===== src/rtl/field_display_pipe.sv =====
// Three-stage playfield pixel generator: address split, cell decode, colour select.
// Includes cell outlines and a frame-counted row-clear flash sequencer.
module field_display_pipe #(
  parameter int unsigned COLS          = 10,
  parameter int unsigned ROWS          = 10,
  parameter int unsigned CELL          = 48,
  parameter int unsigned H_RES         = 640,
  parameter int unsigned FLASH_PERIOD  = 4,
  parameter int unsigned FLASH_TOGGLES = 6,
  parameter logic [23:0] PAL1          = 24'h00aa00,
  parameter logic [23:0] PAL2          = 24'h0000cc,
  parameter logic [23:0] PAL3          = 24'hcc8800,
  parameter logic [23:0] BORDER_COLOR  = 24'h202020,
  parameter logic [23:0] FLASH_COLOR   = 24'hffffff,
  parameter logic [23:0] BG_COLOR      = 24'h000000
) (
  input  logic                     clock,
  input  logic                     reset,
  input  logic [18:0]              ADDR,
  input  logic [2*COLS*ROWS-1:0]   field,
  input  logic [23:0]              score_rgb,
  input  logic                     frame_start,
  input  logic                     clear_start,
  input  logic [ROWS-1:0]          clear_rows,
  output logic [23:0]              bgr_data,
  output logic                     busy,
  output logic                     clear_done
);

  localparam int unsigned AW  = 19;
  localparam int unsigned CW  = (H_RES > 1) ? $clog2(H_RES) : 1;
  localparam int unsigned RW  = $clog2((2**AW) / H_RES + 1);
  localparam int unsigned PW  = (CELL > 1) ? $clog2(CELL) : 1;
  localparam int unsigned IW  = 4;
  localparam int unsigned FCW = (FLASH_PERIOD > 1) ? $clog2(FLASH_PERIOD) : 1;
  localparam int unsigned TCW = $clog2(FLASH_TOGGLES + 1);

  typedef enum logic [1:0] {ST_IDLE, ST_ON, ST_OFF} state_e;

  // S1
  logic [CW-1:0]   col_q;
  logic [RW-1:0]   row_q;
  logic [23:0]     sc1_q;
  // S2
  logic [IW-1:0]   x_q, y_q;
  logic [PW-1:0]   px_q, py_q;
  logic            in_x_q, in_y_q;
  logic [23:0]     sc2_q;
  // S3
  logic [23:0]     bgr_q, bgr_d;

  // flash sequencer
  state_e          state_q;
  logic [FCW-1:0]  fc_q;
  logic [TCW-1:0]  tc_q;
  logic [ROWS-1:0] mask_q;
  logic            busy_q, done_q;

  int              idx_c;
  logic [1:0]      code_c;
  logic            outline_c, flash_row_c;

  always_ff @(posedge clock or posedge reset) begin
    if (reset) begin
      col_q  <= '0;
      row_q  <= '0;
      sc1_q  <= '0;
      x_q    <= '0;
      y_q    <= '0;
      px_q   <= '0;
      py_q   <= '0;
      in_x_q <= 1'b0;
      in_y_q <= 1'b0;
      sc2_q  <= '0;
      bgr_q  <= BG_COLOR;
    end else begin
      col_q  <= CW'(32'(ADDR) % H_RES);
      row_q  <= RW'(32'(ADDR) / H_RES);
      sc1_q  <= score_rgb;
      x_q    <= IW'(32'(col_q) / CELL);
      y_q    <= IW'(32'(row_q) / CELL);
      px_q   <= PW'(32'(col_q) % CELL);
      py_q   <= PW'(32'(row_q) % CELL);
      in_x_q <= (32'(col_q) / CELL) < COLS;
      in_y_q <= (32'(row_q) / CELL) < ROWS;
      sc2_q  <= sc1_q;
      bgr_q  <= bgr_d;
    end
  end

  // Cell code select and colour priority; x/y are only trusted once in_x/in_y hold.
  always_comb begin
    idx_c  = int'(y_q) * int'(COLS) + int'(x_q);
    code_c = 2'b00;
    for (int k = 0; k < int'(COLS * ROWS); k++) begin
      if (k == idx_c) code_c = field[2*k +: 2];
    end
    outline_c   = (px_q == '0) || (px_q == PW'(CELL - 1)) ||
                  (py_q == '0) || (py_q == PW'(CELL - 1));
    flash_row_c = busy_q && (|(mask_q & (ROWS'(1) << y_q)));
    bgr_d = BG_COLOR;
    if (!in_x_q)                         bgr_d = sc2_q;
    else if (!in_y_q)                    bgr_d = BG_COLOR;
    else if (flash_row_c)                bgr_d = (state_q == ST_ON) ? FLASH_COLOR : BG_COLOR;
    else if (code_c != 2'b00 && outline_c) bgr_d = BORDER_COLOR;
    else begin
      case (code_c)
        2'd1:    bgr_d = PAL1;
        2'd2:    bgr_d = PAL2;
        2'd3:    bgr_d = PAL3;
        default: bgr_d = BG_COLOR;
      endcase
    end
  end

  // Flash sequencer; a frame_start coinciding with the start request is not counted.
  always_ff @(posedge clock or posedge reset) begin
    if (reset) begin
      state_q <= ST_IDLE;
      fc_q    <= '0;
      tc_q    <= '0;
      mask_q  <= '0;
      busy_q  <= 1'b0;
      done_q  <= 1'b0;
    end else begin
      done_q <= 1'b0;
      case (state_q)
        ST_IDLE: begin
          if (clear_start) begin
            if (clear_rows == '0) begin
              done_q <= 1'b1;
            end else begin
              mask_q  <= clear_rows;
              fc_q    <= '0;
              tc_q    <= '0;
              busy_q  <= 1'b1;
              state_q <= ST_ON;
            end
          end
        end
        ST_ON, ST_OFF: begin
          if (frame_start) begin
            if (fc_q == FCW'(FLASH_PERIOD - 1)) begin
              fc_q <= '0;
              if (tc_q == TCW'(FLASH_TOGGLES - 1)) begin
                tc_q    <= '0;
                mask_q  <= '0;
                busy_q  <= 1'b0;
                done_q  <= 1'b1;
                state_q <= ST_IDLE;
              end else begin
                tc_q    <= tc_q + TCW'(1);
                state_q <= (state_q == ST_ON) ? ST_OFF : ST_ON;
              end
            end else begin
              fc_q <= fc_q + FCW'(1);
            end
          end
        end
        default: state_q <= ST_IDLE;
      endcase
    end
  end

  assign bgr_data   = bgr_q;
  assign busy       = busy_q;
  assign clear_done = done_q;

endmodule


===== config.mk =====
export PLATFORM = sky130hd
export DESIGN_NAME = field_display_pipe
export DESIGN_NICKNAME = d
export VERILOG_FILES = /design/src/rtl/field_display_pipe.sv
export SDC_FILE = /design/constraint.sdc
export NUM_CORES = 1
export LEC_CHECK = 0
export CAP_MARGIN = 25
export CORE_MARGIN = 2
export CORE_UTILIZATION = 40
export CTS_CLUSTER_DIAMETER = 150
export CTS_CLUSTER_SIZE = 10
export DETAILED_ROUTE_END_ITERATION = 12
export GPL_TIMING_DRIVEN = 1
export PLACE_DENSITY = 0.73
export SLEW_MARGIN = 20
export SYNTH_ARGS = -nofsm -noshare
export SYNTH_HDL_FRONTEND = slang
export SYNTH_SLANG_ARGS = --single-unit

===== constraint.sdc =====
create_clock -name clock -period 5.3 [get_ports clock]
set_input_delay 1.59 -clock clock [delete_from_list [all_inputs] [get_ports clock]]
set_output_delay 1.59 -clock clock [all_outputs]
set_load 0.01 [all_outputs]

==> impl_metrics.csv <==
group,metric,value,unit
status,status,"finished, final reports clean",
setup_path,cp-start-kind,"input pin",
timing,tns,0,ns
placed_design,gp_congestion,0.960,
job,drv_cap,0,
synthesis,postSynthAreaPerCell,8.76,um2
synthesis,synthesis.nets,1297,
setup_path,crit_fanout,10,
placed_design,place_ws,-0.547,ns
die,start_util,41.0,%
route,drtAntennaViolNets,0,
finish,nets,1608,
die,design.core.area,21900,um2
pwr,leakagePower,5.58,nW
route,vias,9544,
synthesis,yosys_warnings,0,
setup_path,rrSetupSlack,0.29,ns
timing,worst_slack,0.235,ns
route,dr.first_iter.drc_count,644,
synthesis,yosysSeqAreaShare,37.1,%
die,row_count,54,
timing,fmax,197,MHz
timing,clock-skew-final,0.0114,ns
clock_tree,numCtsBuffers,17,
hold_path,min_path_type,"reg2reg",
setup_path,reg2reg_from,"y_q[0]",
route,wl,32.8,mm
die,die_x,154,um
timing,post-route-period-util,95.6,%
clock_tree,postCtsHoldBufs,0,
die,dieHeight,154,um
synthesis,ys.flop_type,"dfrtp_1",
die,dieArea,23700,um2
clock_tree,cts_tree,"yes",
setup_path,rr_endpoint,"bgr_data[7]",
die,io_pins,283,
synthesis,synthesis.area,8970,um2
clock_tree,path_clk_slew,0.06,ns
grt,track_usage,27.0,%
timing,rsz0062_at_grt,"no",
placed_design,portBuffers,282,
timing,relSlewSlack,35.5,%
clock_tree,cts_sinks,133,
setup_path,crit_path_end_kind,"register",
finish,antenna_cells,0,
clock_tree,clock_path_buffers,2,
route,top_layer,"met4",
setup_path,worstSetupPathType,"in2reg",
setup_path,cp.required,5.60,ns
setup_path,r2r_cells,14,
setup_path,cp-endpoint,"row_q[0]",
route,dr_wl_met2,16.4,mm
clock_tree,cts_max_level,4,
route,wl_met1,12.4,mm
route,drcViolationCount,0,
route,wl_met3,2.36,mm
grt,grt-ovfl-total,0,
synthesis,ys_ff_latch,133,
finish,drive_gt1_share,13.2,%
timing,slew_violations,0,
setup_path,crit_path_start,"ADDR[12]",
route,post_drt_via_cell_ratio,5.86,
timing,setup_viol,0,
grt,antenna_found_initial,1,
grt,grt_max_degree,88,
clock_tree,root_buffer,"clkbuf_16",
synthesis,syn_inst,1025,
synthesis,synth_edf_count,0,
route,first_pass_iters,5,
timing,worst_slew_pin_slew,0.965,ns
placed_design,dp_hpwl,25.6,mm
clock_tree,clk_latency,0.41,ns
grt,grt_pass1_vias,9434,
finish,area_delta_synth_final,47.9,%
pwr,ir_drop,381,uV
synthesis,synthArstFlopShare,100,%
setup_path,cp.arrival,5.37,ns
timing,final.min_clock_period,5.07,ns
pwr,power.density,616,nW/um2
synthesis,synth.distinct_cells,86,
route,avgRoutedWirePerCell,20.2,um
grt,grt_pass1_wl,50.5,mm
timing,finalHoldViolCount,0,
==> cells in the mapped netlist, types with 7 or more instances <==
master	count	area [um2]
a22oi_1	12	90.1
a211o_1	11	96.3
nor2_1	81	304
a22o_1	13	114
o211ai_1	9	67.6
xnor2_1	18	158
o31ai_1	12	90.1
and3_1	8	50.1
nand2_1	85	319
nor3_1	28	140
ha_1	13	163
o21ai_0	75	375
and2_1	8	50.1
nand3_1	27	135
nand2b_1	20	125
clkbuf_1	60	225
inv_1	34	128
nand4_1	12	75.1
o22ai_1	17	106
o221ai_1	9	78.8
nor2b_1	10	62.6
mux4_2	8	180
a31oi_1	12	75.1
dfrtp_1	133	3330
or3_1	7	43.8
a21o_1	18	135
a221oi_1	9	78.8
mux2i_1	26	260
a211oi_1	16	120
mux2_2	14	158
nor3b_1	7	52.6
a21oi_1	74	370
==> worst max-delay path: stages <==
cell and delay (ns):
clkdlybuf4s50_1 0.41, or3b_1 0.39, a32oi_1 0.23, o211ai_1 0.15, a221oi_4 0.37, inv_4 0.08
and3_4 0.19, a22oi_4 0.30, buf_4 0.17, o221ai_1 0.17, a211oi_2 0.28, a2111oi_2 0.07
a211o_1 0.32, buf_4 0.17, maj3_2 0.30, a21o_1 0.17
==> flip-flops by register name (all words and copies together) (netlist names), 3 cells and up <==
register / count
y_q: 4
bgr_data: 24
px_q: 6
row_q: 10
sc2_q: 24
mask_q: 10
tc_q: 3
col_q: 10
py_q: 6
sc1_q: 24
x_q: 4
==> stage by stage <==
step / instances / cell area (um2) / util, % / total power, mW / hold slack [ns]
floorplan: 1025 / 8970 / - / 4.78 / 0.331
global placement: 1595 / 12500 / 57.1 / 6.83 / 0.332
detailed placement: 1595 / 12500 / 57.1 / 6.83 / 0.335
CTS: 1627 / 13100 / 59.9 / 8.05 / 0.344
global route: 1629 / 13300 / 60.7 / 8.69 / 0.353
finish: 1629 / 13300 / 60.7 / 8.18 / 0.346
==> cell usage in the layout, fill, tap and decap left out, drive strengths merged, types with 13 or more instances in the layout <==
cell | Yosys | final
nor3 | 28 | 28
nand2b | 20 | 20
buf | 13 | 83
mux2 | 14 | 14
clkbuf | 60 | 17
a21oi | 76 | 76
nand2 | 85 | 85
clkdlybuf4s50 | 0 | 277
a21o | 18 | 18
dfrtp | 133 | 133
inv | 36 | 47
mux2i | 26 | 26
a22oi | 14 | 14
xnor2 | 18 | 18
nand3 | 27 | 27
o21ai | 76 | 76
nor2 | 81 | 81
a211oi | 16 | 16
ha | 13 | 13
a22o | 13 | 13
o22ai | 17 | 17
==> kinds of logic (layout without fill, tap and decap cells) <==
kind of cell	after synthesis	in the layout	share of synthesized area, %
and+or+nand+nor	330	330	18.4
DFF	133	133	37.1
buffers and inverters	109	433	4.84
AOI/OAI and AO/OA	365	365	28.3
adders and majority gates	18	18	2.61
xor gates and xnor gates	22	22	2.15
muxes	48	48	6.66
==> metal layers <==
metal / up-vias / track usage (%)
met1: 4512 / 31.7
met2: 438 / 47.5
met3: 99 / 4.76
met4: 0 / 13.7
li1: 4495 / -
met5: - / 0
==> power breakdown <==
group          switching, mW  internal [mW]  total, mW
clock network          0.499          0.678       1.18
registers              0.171           1.26       1.43
logic                   3.37           2.20       5.57
==> cell type report <==
class,instances,area (um2)
Multi-Input combinational cell,783,5370
Fill cell,1940,8610
Clock buffer,17,425
Tap cell,280,350
Sequential cell,133,3330
Inverter,36,143
Timing Repair Buffer,365,3480
Clock inverter,15,176
==> how the worst min path moves through the flow <==
stage,start,cells past startpoint,slack (ns),to
finish,sc1_q[22],0,0.35,sc2_q[22]
global placement,sc1_q[19],0,0.33,sc2_q[19]
floorplan,col_q[0],0,0.33,px_q[0]
detailed placement,col_q[0],0,0.33,px_q[0]
global route,sc1_q[1],0,0.35,sc2_q[1]
CTS,sc1_q[22],0,0.34,sc2_q[22]
==> timing repair <==
item	4_1_cts	5_1_grt
endpoints found under the setup margin	4	4
pin swaps	1	6
resized for setup	3	25
buffers inserted	0	2
(Power assumes the default switching activity.)
